`src/rtl/axi_sram_read_burst.sv`:
```
// AXI read-channel slave: turns AR/R bursts (FIXED/INCR/WRAP) into single-cycle
// synchronous SRAM reads, one beat per cycle, with SLVERR beats for illegal requests.
module axi_sram_read_burst #(
  parameter int unsigned IDW    = 8,
  parameter int unsigned ADDRW  = 32,
  parameter int unsigned DATAW  = 32,
  parameter int unsigned LENW   = 4,
  parameter int unsigned MEM_AW = 14
) (
  input  logic              clock,
  input  logic              reset,
  input  logic [IDW-1:0]    ARID,
  input  logic [ADDRW-1:0]  ARADDR,
  input  logic [LENW-1:0]   ARLEN,
  input  logic [2:0]        ARSIZE,
  input  logic [1:0]        ARBURST,
  input  logic              ARVALID,
  output logic              ARREADY,
  output logic [IDW-1:0]    RID,
  output logic [DATAW-1:0]  RDATA,
  output logic [1:0]        RRESP,
  output logic              RLAST,
  output logic              RVALID,
  input  logic              RREADY,
  input  logic              rd_grant,
  output logic              finish,
  output logic [MEM_AW-1:0] Address,
  output logic              ReadEnable,
  input  logic [DATAW-1:0]  DataRead
);

  localparam int unsigned OFF         = $clog2(DATAW / 8);
  localparam logic [1:0]  RESP_OKAY   = 2'b00;
  localparam logic [1:0]  RESP_SLVERR = 2'b10;
  localparam logic [1:0]  BURST_FIXED = 2'b00;
  localparam logic [1:0]  BURST_WRAP  = 2'b10;
  localparam logic [1:0]  BURST_RSVD  = 2'b11;

  typedef enum logic {IDLE, DATA} state_t;

  state_t            state, state_nxt;
  logic [IDW-1:0]    id, id_nxt;
  logic [ADDRW-1:0]  cur_addr, cur_addr_nxt;
  logic [LENW-1:0]   beats_left, beats_left_nxt;
  logic [LENW-1:0]   len, len_nxt;
  logic [2:0]        size, size_nxt;
  logic [1:0]        burst, burst_nxt;
  logic              err, err_nxt;

  logic              req_err;
  logic              wrap_len_ok;
  logic [ADDRW-1:0]  beat_bytes;
  logic [ADDRW-1:0]  wrap_mask;
  logic [ADDRW-1:0]  incr_addr;
  logic [ADDRW-1:0]  next_addr;

  // Truncating casts fold 7/15 to all-ones for narrow LENW, which stays in the legal set.
  always_comb begin
    wrap_len_ok = (ARLEN == LENW'(1)) || (ARLEN == LENW'(3)) ||
                  (ARLEN == LENW'(7)) || (ARLEN == LENW'(15));
    req_err     = (ARBURST == BURST_RSVD) || (ARSIZE > 3'(OFF)) ||
                  ((ARBURST == BURST_WRAP) && !wrap_len_ok);
  end

  // Address of the following beat; carry out of ADDRW is discarded.
  always_comb begin
    beat_bytes = ADDRW'(1) << size;
    wrap_mask  = ((ADDRW'(len) + ADDRW'(1)) << size) - ADDRW'(1);
    incr_addr  = cur_addr + beat_bytes;
    case (burst)
      BURST_FIXED: next_addr = cur_addr;
      BURST_WRAP:  next_addr = (cur_addr & ~wrap_mask) | (incr_addr & wrap_mask);
      default:     next_addr = incr_addr;
    endcase
  end

  always_ff @(posedge clock or negedge reset) begin
    if (!reset) begin
      state      <= IDLE;
      id         <= '0;
      cur_addr   <= '0;
      beats_left <= '0;
      len        <= '0;
      size       <= '0;
      burst      <= '0;
      err        <= 1'b0;
    end else begin
      state      <= state_nxt;
      id         <= id_nxt;
      cur_addr   <= cur_addr_nxt;
      beats_left <= beats_left_nxt;
      len        <= len_nxt;
      size       <= size_nxt;
      burst      <= burst_nxt;
      err        <= err_nxt;
    end
  end

  always_comb begin
    state_nxt      = state;
    id_nxt         = id;
    cur_addr_nxt   = cur_addr;
    beats_left_nxt = beats_left;
    len_nxt        = len;
    size_nxt       = size;
    burst_nxt      = burst;
    err_nxt        = err;
    ARREADY        = 1'b0;
    RVALID         = 1'b0;
    RID            = '0;
    RDATA          = '0;
    RRESP          = RESP_OKAY;
    RLAST          = 1'b0;
    finish         = 1'b0;
    ReadEnable     = 1'b0;
    Address        = '0;
    case (state)
      IDLE: begin
        ARREADY = rd_grant;
        if (ARVALID && rd_grant && reset) begin
          state_nxt      = DATA;
          id_nxt         = ARID;
          cur_addr_nxt   = ARADDR;
          beats_left_nxt = ARLEN;
          len_nxt        = ARLEN;
          size_nxt       = ARSIZE;
          burst_nxt      = ARBURST;
          err_nxt        = req_err;
          if (!req_err) begin
            ReadEnable = 1'b1;
            Address    = ARADDR[MEM_AW+OFF-1:OFF];
          end
        end
      end
      DATA: begin
        RVALID = 1'b1;
        RID    = id;
        RRESP  = err ? RESP_SLVERR : RESP_OKAY;
        RDATA  = err ? '0 : DataRead;
        RLAST  = (beats_left == '0);
        if (RREADY) begin
          if (beats_left == '0) begin
            finish    = 1'b1;
            state_nxt = IDLE;
          end else begin
            beats_left_nxt = beats_left - LENW'(1);
            cur_addr_nxt   = next_addr;
            if (!err) begin
              ReadEnable = 1'b1;
              Address    = next_addr[MEM_AW+OFF-1:OFF];
            end
          end
        end
      end
      default: state_nxt = IDLE;
    endcase
  end

endmodule

```
`config.mk`:
```
export PLATFORM = sky130hd
export DESIGN_NAME = axi_sram_read_burst
export DESIGN_NICKNAME = d
export VERILOG_FILES = /design/src/rtl/axi_sram_read_burst.sv
export SDC_FILE = /design/constraint.sdc
export NUM_CORES = 1
export LEC_CHECK = 0
export CAP_MARGIN = 15
export CORE_ASPECT_RATIO = 0.75
export CORE_MARGIN = 5
export CORE_UTILIZATION = 40
export DETAILED_ROUTE_END_ITERATION = 8
export PLACE_DENSITY_LB_ADDON = 0.05
export RECOVER_POWER = 50
export SETUP_SLACK_MARGIN = 0.1
export SYNTH_ARGS = -nofsm -noshare
export SYNTH_HDL_FRONTEND = slang
export SYNTH_SLANG_ARGS = --single-unit
```
`constraint.sdc`:
```
create_clock -name clock -period 10.09 [get_ports clock]
set_input_delay 2.018 -clock clock [delete_from_list [all_inputs] [get_ports clock]]
set_output_delay 2.018 -clock clock [all_outputs]
set_load 0.02 [all_outputs]
```
* Word level (Yosys, flattened, before mapping)
Cells that the tools add are included.
** Cells by class
- Equality and inequality tests :: 11
- $add $sub $neg :: 4
- Shifts and indexed selects :: 2
- Bitwise logic cells :: 5
- Reductions and logical operators :: 14
- Muxes and demuxes :: 36
- Magnitude comparators :: 1
** Operators with widths (number)
- $mux W32 :: 5
- $pmux W32 S2 :: 2
- $mux W14 :: 5
- $and A32 B32 Y32 :: 2
- $add A32 B32 Y32 :: 1
- $not A32 Y32 :: 1
- $or A32 B32 Y32 :: 1
- $shl A1 B3 Y32 const A :: 1
- $shl A5 B3 Y32 :: 1
- $sub A32 B1 Y32 const B :: 1
- $pmux W14 S2 :: 1
- $mux W1 :: 14
- $mux W4 :: 3
- $mux W8 :: 1
- $ne A2 B2 Y1 const B :: 4
- $pmux W4 S2 :: 1
- $eq A2 B2 Y1 const B :: 3
- $add A4 B1 Y5 const B :: 1
- $logic_or A1 B1 Y1 :: 5
- $eq A4 B1 Y1 const B :: 1
- $eq A4 B2 Y1 const B :: 1
- $eq A4 B3 Y1 const B :: 1
- $eq A4 B4 Y1 const B :: 1
- $logic_not A4 Y1 :: 1
- other kinds (11) :: 15
** Word-level totals
- Input bits :: 86
- Output and inout bits :: 61
- Flip-flop bits (word level) :: 55
- Logic and storage cells :: 82

* Longest topological paths before layout
Gate-level depths: netlist (run 1).
- Depth in word-level cells :: 11
- Gate-level depth with buffers :: 13
- Gate-level depth less buffers :: 12

* Worst setup path after synthesis (run 1)
Ideal clock, no wire load.
- Path type :: reg2out
- From :: reg size[2]
- To :: out Address[6]
- Path slack :: 4401 ps
- Data arrival time :: 3671 ps
- Data required time :: 8072 ps
- Path buffers :: 2
- Cell stages (with the launch flop) :: 14
- Cell sequence :: dfrtp_1 > clkbuf_1 > clkbuf_1 > nor2_1 > ha_1 > fa_1 > a21o_1 > a21oi_1 > o21ai_0 > o41ai_1 > inv_1 > a221oi_1 > xor2_1 > o21ai_0
** On the way
- Cells in the longest elaborated chain, start to end :: 10
- Elaborated cells between the ends (all ways) :: 13
** RTL lines
- from (decl) :: line 46 : logic [2:0] size, size_nxt;
- from (signal assigned) :: line 93 : size <= size_nxt;
- $shl A5 B3 Y32 :: line 68 : wrap_mask = ((ADDRW'(len) + ADDRW'(1)) << size) - ADDRW'(1);
- $sub A32 B1 Y32 :: line 68
- $not A32 Y32 :: line 72 : BURST_WRAP: next_addr = (cur_addr & ~wrap_mask) | (incr_addr & wrap_mask);
- $and A32 B32 Y32 :: line 72
- $or A32 B32 Y32 :: line 72
- $pmux W32 S2 (*) :: line 70 : case (burst)
- $mux W14 (*) :: line 148 : if (!err) begin
- $mux W14 (*) :: line 142 : if (beats_left == '0) begin
- $mux W14 (*) :: line 141 : if (RREADY) begin
- $pmux W14 S2 (*) :: line 117 : case (state)
- to (decl) :: line 27 : output logic [MEM_AW-1:0] Address,
Every way passes the cells marked *; elsewhere a longest branch is shown, timed or not.

* Final worst setup path (run 1)
- From :: reg size[1]
- To :: out Address[6]
Same word-level chain as after synthesis.

==> impl_metrics.toml, run 1 <==
[timing]
rsz0062_at_grt = "no"
setup-violations-final = 0
hold_violations = 0
max_clock_freq_mhz = 142.4
worst_slew_pin_slew_ps = 1933
slew_viol_final = 83
slew_headroom_pct = -28.86
period_needed_ps = 7023
period_share_pct = 69.60
worst_hold_slack_ps = 496.7
skew_ps = 9.612
setup_tns_ps = 0

[power]
fin_total_pwr_mw = 1.721
ir_worst_vdd_mv = 0.1697
power_density_nw_per_um2 = 319.5
p_leak_nw = 2.103

[yosys]
yosysTopAreaCell = "dfrtp_1"
synth_warnings = 0
avgSynthCellArea_um2 = 7.837
synth_fp_nets = 591
synth_ff_type = "dfrtp_1"
async_flop_share_pct = 100.0
yosysMostFrequentCell = "and2_1"
synth_cell_types = 70
syn_inst = 493
synth_common_cells = "and2_1 (47), nor2_1 (40), dfrtp_1 (39)"
synth.area.top_cells = "dfrtp_1 (25%), and2_1 (7.6%), mux2_2 (5.5%), o21ai_0 (4.1%), a21oi_1 (4.0%)"
yosysSeqAreaShare_pct = 25.26
synth_top_area_share_pct = 25.26
synth-seq-cells = 39
synth_edf_count = 0
synth_area_um2 = 3864

[critical_path]
crit_arrival_ps = 5000
cp-start-kind = "flop"
path_cells = "or2_1 -> nor2_1 -> ha_1 -> fa_1 -> a21o_1 -> a21oi_1 -> o21ai_0 -> o41ai_1 -> inv_1 -> a221oi_1 -> xor2_1 -> o21ai_0 -> clkdlybuf4s50_1"
path_class = "reg -> out"
crit_required_ps = 8070
slowest_delay_ps = 760
cp_slowest_cell = "o41ai_1"
path_max_fanout = 21
endpoint_kind = "primary output"
crit_path_frequent_cell = "o21ai_0"

[clock_tree]
cts_num_sinks = 39
cts_setup_buffers = 0
htreeDepth = 2
path_clk_slew_ps = 60
cts_buffers = 5
cts_root_buffer = "clkbuf_16"
cts_tree = "yes"
ctsHoldBuffers = 0
clock_path_buffers = 2
cts_resized = 0
clock_latency_ps = 290

[min_path]
hold_class = "reg -> reg"

[floorplanning]
dieArea_um2 = 11750
die_w_um = 123.5
design.core.area_um2 = 9542
ios = 147
die_y_um = 95.12
start_util_pct = 40.49
rows = 31

[placed_design]
port_buffers = 129
post_dp_cell_area_um2 = 5223
gp_congestion = 0.9233
hpwlAfterDp_um = 10060

[run_status]
outcome = "finished with violations"
violations = "max-capacitance violations, max-slew violations"

[layout]
fin_area_um2 = 5386
drive_gt1_share_pct = 7.273
diodes = 0
area_growth_pct = 39.41
nets = 702

[global_routing]
antenna_found_initial = 0
grtUsageTotal_pct = 21.77
gr-total-overflow = 0
grt_pass1_vias = 4006
grt_first_pass_wirelength_um = 20380
grt_max_degree = 50

[routing]
final_antenna_net_count = 0
vias = 4187
drc_errors = 0
firstDrtPassIters = 5
wl_per_cell_um = 17.57
viasPerCell = 5.681
drt-initial-drc-count = 226
routed_wl_um = 12950

[flow_run]
cap_violations = 2
[final cells by class]
type                       count  area [um^2]
timing repair buffer         135         1324
clock inverter                 3        46.29
inverter                      17        63.81
clock buffer                   5        125.1
sequential                    39        975.9
tap                          132        165.2
multi-input combinational    406         2686
fill                         921         4155
[report_power, final]
part | leakage [nW] | internal (mW) | total (mW) | switching [mW]
combinational | 1.54 | 0.520 | 1.19 | 0.666
clock | 0.0804 | 0.118 | 0.190 | 0.0727
sequential | 0.478 | 0.231 | 0.345 | 0.115
total | 2.10 | 0.868 | 1.72 | 0.853
[state kept, by name, indices dropped and copies added (netlist names)]
signal      count
id              8
size            3
cur_addr       16
len             4
burst           2
beats_left      4
state           1
err             1
[logic make-up after synthesis]
family / Yosys count / synth area share [%]
AO/OA/AOI/OAI: 141 / 23.77
XOR/XNOR: 16 / 4.113
adder cells (fa/ha/maj): 12 / 4.080
buffers and inverters: 48 / 5.213
flip-flops: 39 / 25.26
multiplexers: 34 / 9.553
other: 1 / 0.09706
AND/OR/NAND/NOR: 202 / 27.91
[path summary, 6_finish.rpt]
kind                                     startpoint                        end  slack (ps)  cells past startpoint
worst max-delay path            size[1]$_DFFE_PN0P_                 Address[6]        3070                     13
worst min-delay path              id[6]$_DFFE_PN0P_          id[6]$_DFFE_PN0P_         500                      1
worst max register to register      state$_DFF_PN0_    cur_addr[0]$_DFFE_PN0P_        5830                      5
worst min register to register    id[6]$_DFFE_PN0P_          id[6]$_DFFE_PN0P_         500                      1
max in group asynchronous                     reset  beats_left[0]$_DFFE_PN0P_        7920                      2
min in group asynchronous                     reset    cur_addr[4]$_DFFE_PN0P_        1780                      2
[metrics by stage]
step                      worst slack, ps  utilization (%)  std cells
after CTS                            3188            56.53        737
final                                3067            56.45        737
after floorplan                      4401                -        493
after global routing                 2837            56.45        737
after detailed placement             3202            54.73        729
after global placement               3200            54.73        729
[cells in the final DEF (no fill, tap or decap), drive strengths merged, types with 3 or more instances in the layout]
cell	count
a211o	3
xnor2	11
nor3	11
and3	5
inv	17
o311a	3
ha	11
or2	3
o31ai	4
o21ai	35
a21oi	31
o311ai	3
a21o	6
o32ai	3
a211oi	5
a31oi	9
or3	6
nor2b	6
mux2i	14
buf	5
o22ai	11
dfrtp	39
or4	6
nand4	5
o211ai	6
clkdlybuf4s50	128
nor2	40
and2	47
nand2b	8
nand3	15
xor2	5
clkbuf	7
o21a	3
mux2	20
nand2	37
nor3b	5
[worst max-delay path, delay by kind of cell (launching register included)]
family / cells / cell delay, ps
buffers and inverters: 2 / 740
adder cells (fa/ha/maj): 2 / 620
AND/OR/NAND/NOR: 2 / 350
flip-flops: 1 / 750
AO/OA/AOI/OAI: 6 / 2110
XOR/XNOR: 1 / 130
[layer usage]
metal	track usage [%]	vias up	part of all wire, %
li1	-	2017	-
met1	30.72	2008	45
met2	34.37	150	47
met3	4.804	12	7.7
met4	4.332	0	0.86
met5	0	-	0
(Power assumes the default switching activity.)
==> inputs of run 2 (changes only) <==
==> constraint.sdc (replaced) <==
create_clock -name clock -period 6.3 [get_ports clock]
set_input_delay 1.26 -clock clock [delete_from_list [all_inputs] [get_ports clock]]
set_output_delay 1.26 -clock clock [all_outputs]
set_load 0.02 [all_outputs]
==> run 2 against run 1 <==
Against the previous run:
- the run still ends with max-capacitance violations, max-slew violations left
- global-route usage is 0.69 points higher
- routed wire length is 1.9% higher
- sequential share of layout area hardly changed
- critical endpoint unchanged
- largest cell class unchanged
- highest routed layer unchanged
==> impl_metrics.toml, run 2 (synthesis gave the netlist of run 1 again) <==
[floorplanning]
start_util_pct = 40.49
dieArea_um2 = 11750
ios = 147
die_w_um = 123.5
die_y_um = 95.12
design.core.area_um2 = 9542
rows = 31

[timing]
setup_tns_ps = 0
worst_slew_pin_slew_ps = 2235
hold_violations = 0
period_needed_ps = 5771
worst_hold_slack_ps = 500.7
max_clock_freq_mhz = 173.3
skew_ps = 2.792
setup_ws_ps = 528.5
slew_headroom_pct = -48.97
rsz0062_at_grt = "no"
period_share_pct = 91.61
setup-violations-final = 0
slew_viol_final = 124

[global_routing]
grt_first_pass_wirelength_um = 20850
grtUsageTotal_pct = 22.46
gr-total-overflow = 0
grt_max_degree = 50
grt_pass1_vias = 4042
antenna_found_initial = 0

[layout]
fin_area_um2 = 5395
area_growth_pct = 39.64
nets = 705
diodes = 0
top_register = "cur_addr"
mostFrequentLayoutCell = "clkdlybuf4s50_1"
layout_common_cells = "clkdlybuf4s50_1 (124), and2_1 (46), nor2_1 (40)"
largest_reg_flops = 16
largestRegisters = "cur_addr x16, id x8"
fillers = 934
drive_gt1_share_pct = 7.249

[clock_tree]
cts_root_buffer = "clkbuf_16"
cts_resized = 0
clock_latency_ps = 280
htreeDepth = 2
cts_tree = "yes"
cts_num_sinks = 39
cts_buffers = 5
ctsHoldBuffers = 0
cts_setup_buffers = 0
path_clk_slew_ps = 60
clock_path_buffers = 2

[power]
power_density_nw_per_um2 = 511.5
ir_worst_vdd_mv = 0.2519
p_leak_nw = 2.107

[routing]
final_antenna_net_count = 0
firstDrtPassIters = 5
routed_wl_um = 13200
wl_per_cell_um = 17.86
viasPerCell = 5.602
drc_errors = 0
vias = 4140
drt-initial-drc-count = 305

[placed_design]
gp_congestion = 0.9134
dp_slack_ps = 876.0
hpwlAfterDp_um = 10290
port_buffers = 129
post_dp_cell_area_um2 = 5245

[critical_path]
path_max_fanout = 21
cp_slowest_cell = "dfrtp_1"
crit_required_ps = 5040
endpoint_kind = "primary output"
reg2regPathDepth = 5
cp-start-kind = "flop"
crit_arrival_ps = 4510
path_cells = "or2_1 -> nor2_1 -> ha_1 -> fa_1 -> a21o_1 -> a21oi_1 -> o21ai_0 -> o41ai_1 -> buf_4 -> inv_1 -> a221oi_1 -> xor2_1 -> o21ai_0 -> clkdlybuf4s50_1"
path_class = "reg -> out"
crit_path_frequent_cell = "o21ai_0"
slowest_delay_ps = 730

[min_path]
hold_class = "reg -> reg"
hold_depth = 1

[run_status]
violations = "max-capacitance violations, max-slew violations"
outcome = "finished with violations"

[flow_run]
cap_violations = 3
[run 2: cell types whose count changed in the layout (fill, tap and decap cells not counted)]
cell             previous run  this run
clkdlybuf4s50_1           128       124
dlygate4sd3_1               0         4
buf_4                       4         6
clkbuf_1                    2         4
buf_2                       1         0
inv_6                       1         0
[run 2: per-stage QoR]
| step | instances | power, mW | utilization [%] |
|---|---|---|---|
| global placement | 732 | 2.423 | 54.97 |
| detailed placement | 732 | 2.448 | 54.97 |
| global route | 739 | 2.982 | 56.54 |
| floorplan | 493 | 1.860 | - |
| finish | 739 | 2.759 | 56.54 |
| CTS | 739 | 2.751 | 56.67 |
[run 2: per-layer routing]
metal | track usage, % | wire, um | vias to the layer above
met5 | 0 | 0 | -
met4 | 2.396 | 45 | 0
met3 | 5.279 | 1016 | 6
met2 | 34.51 | 5903 | 148
met1 | 33.07 | 6231 | 1958
li1 | - | - | 2028
[run 2: layout make-up]
cell class	instances	area (um^2)	share of cell area, %
clock buffer	5	125.1	2.319
clock inverter	2	37.54	0.6957
inverter	17	63.81	1.183
multi-input combinational	406	2686	49.79
sequential	39	975.9	18.09
tap	132	165.2	3.061
timing repair buffer	138	1341	24.86
[run 2: worst max-delay path, delay by kind of cell, from the launching register on]
family                     cells  cell delay [ps]
DFF                            1              730
buffers and inverters          3              880
AOI/OAI and AO/OA              6             1510
and+or+nand+nor                2              320
xor gates and xnor gates       1              130
adders and majority gates      2              640
[run 2: where the power goes]
part	internal, mW	switching [mW]
sequential	0.370	0.187
clock	0.185	0.103
combinational	0.835	1.08
[run 2: worst paths after layout]
check	from	end	slack (ps)
max	size[1]$_DFFE_PN0P_	Address[6]	530
max in group asynchronous	reset	id[1]$_DFFE_PN0P_	3130
max reg2reg	state$_DFF_PN0_	cur_addr[0]$_DFFE_PN0P_	2060
min reg2reg	id[1]$_DFFE_PN0P_	id[1]$_DFFE_PN0P_	500
min in group asynchronous	reset	cur_addr[3]$_DFFE_PN0P_	1870
min	id[1]$_DFFE_PN0P_	id[1]$_DFFE_PN0P_	500
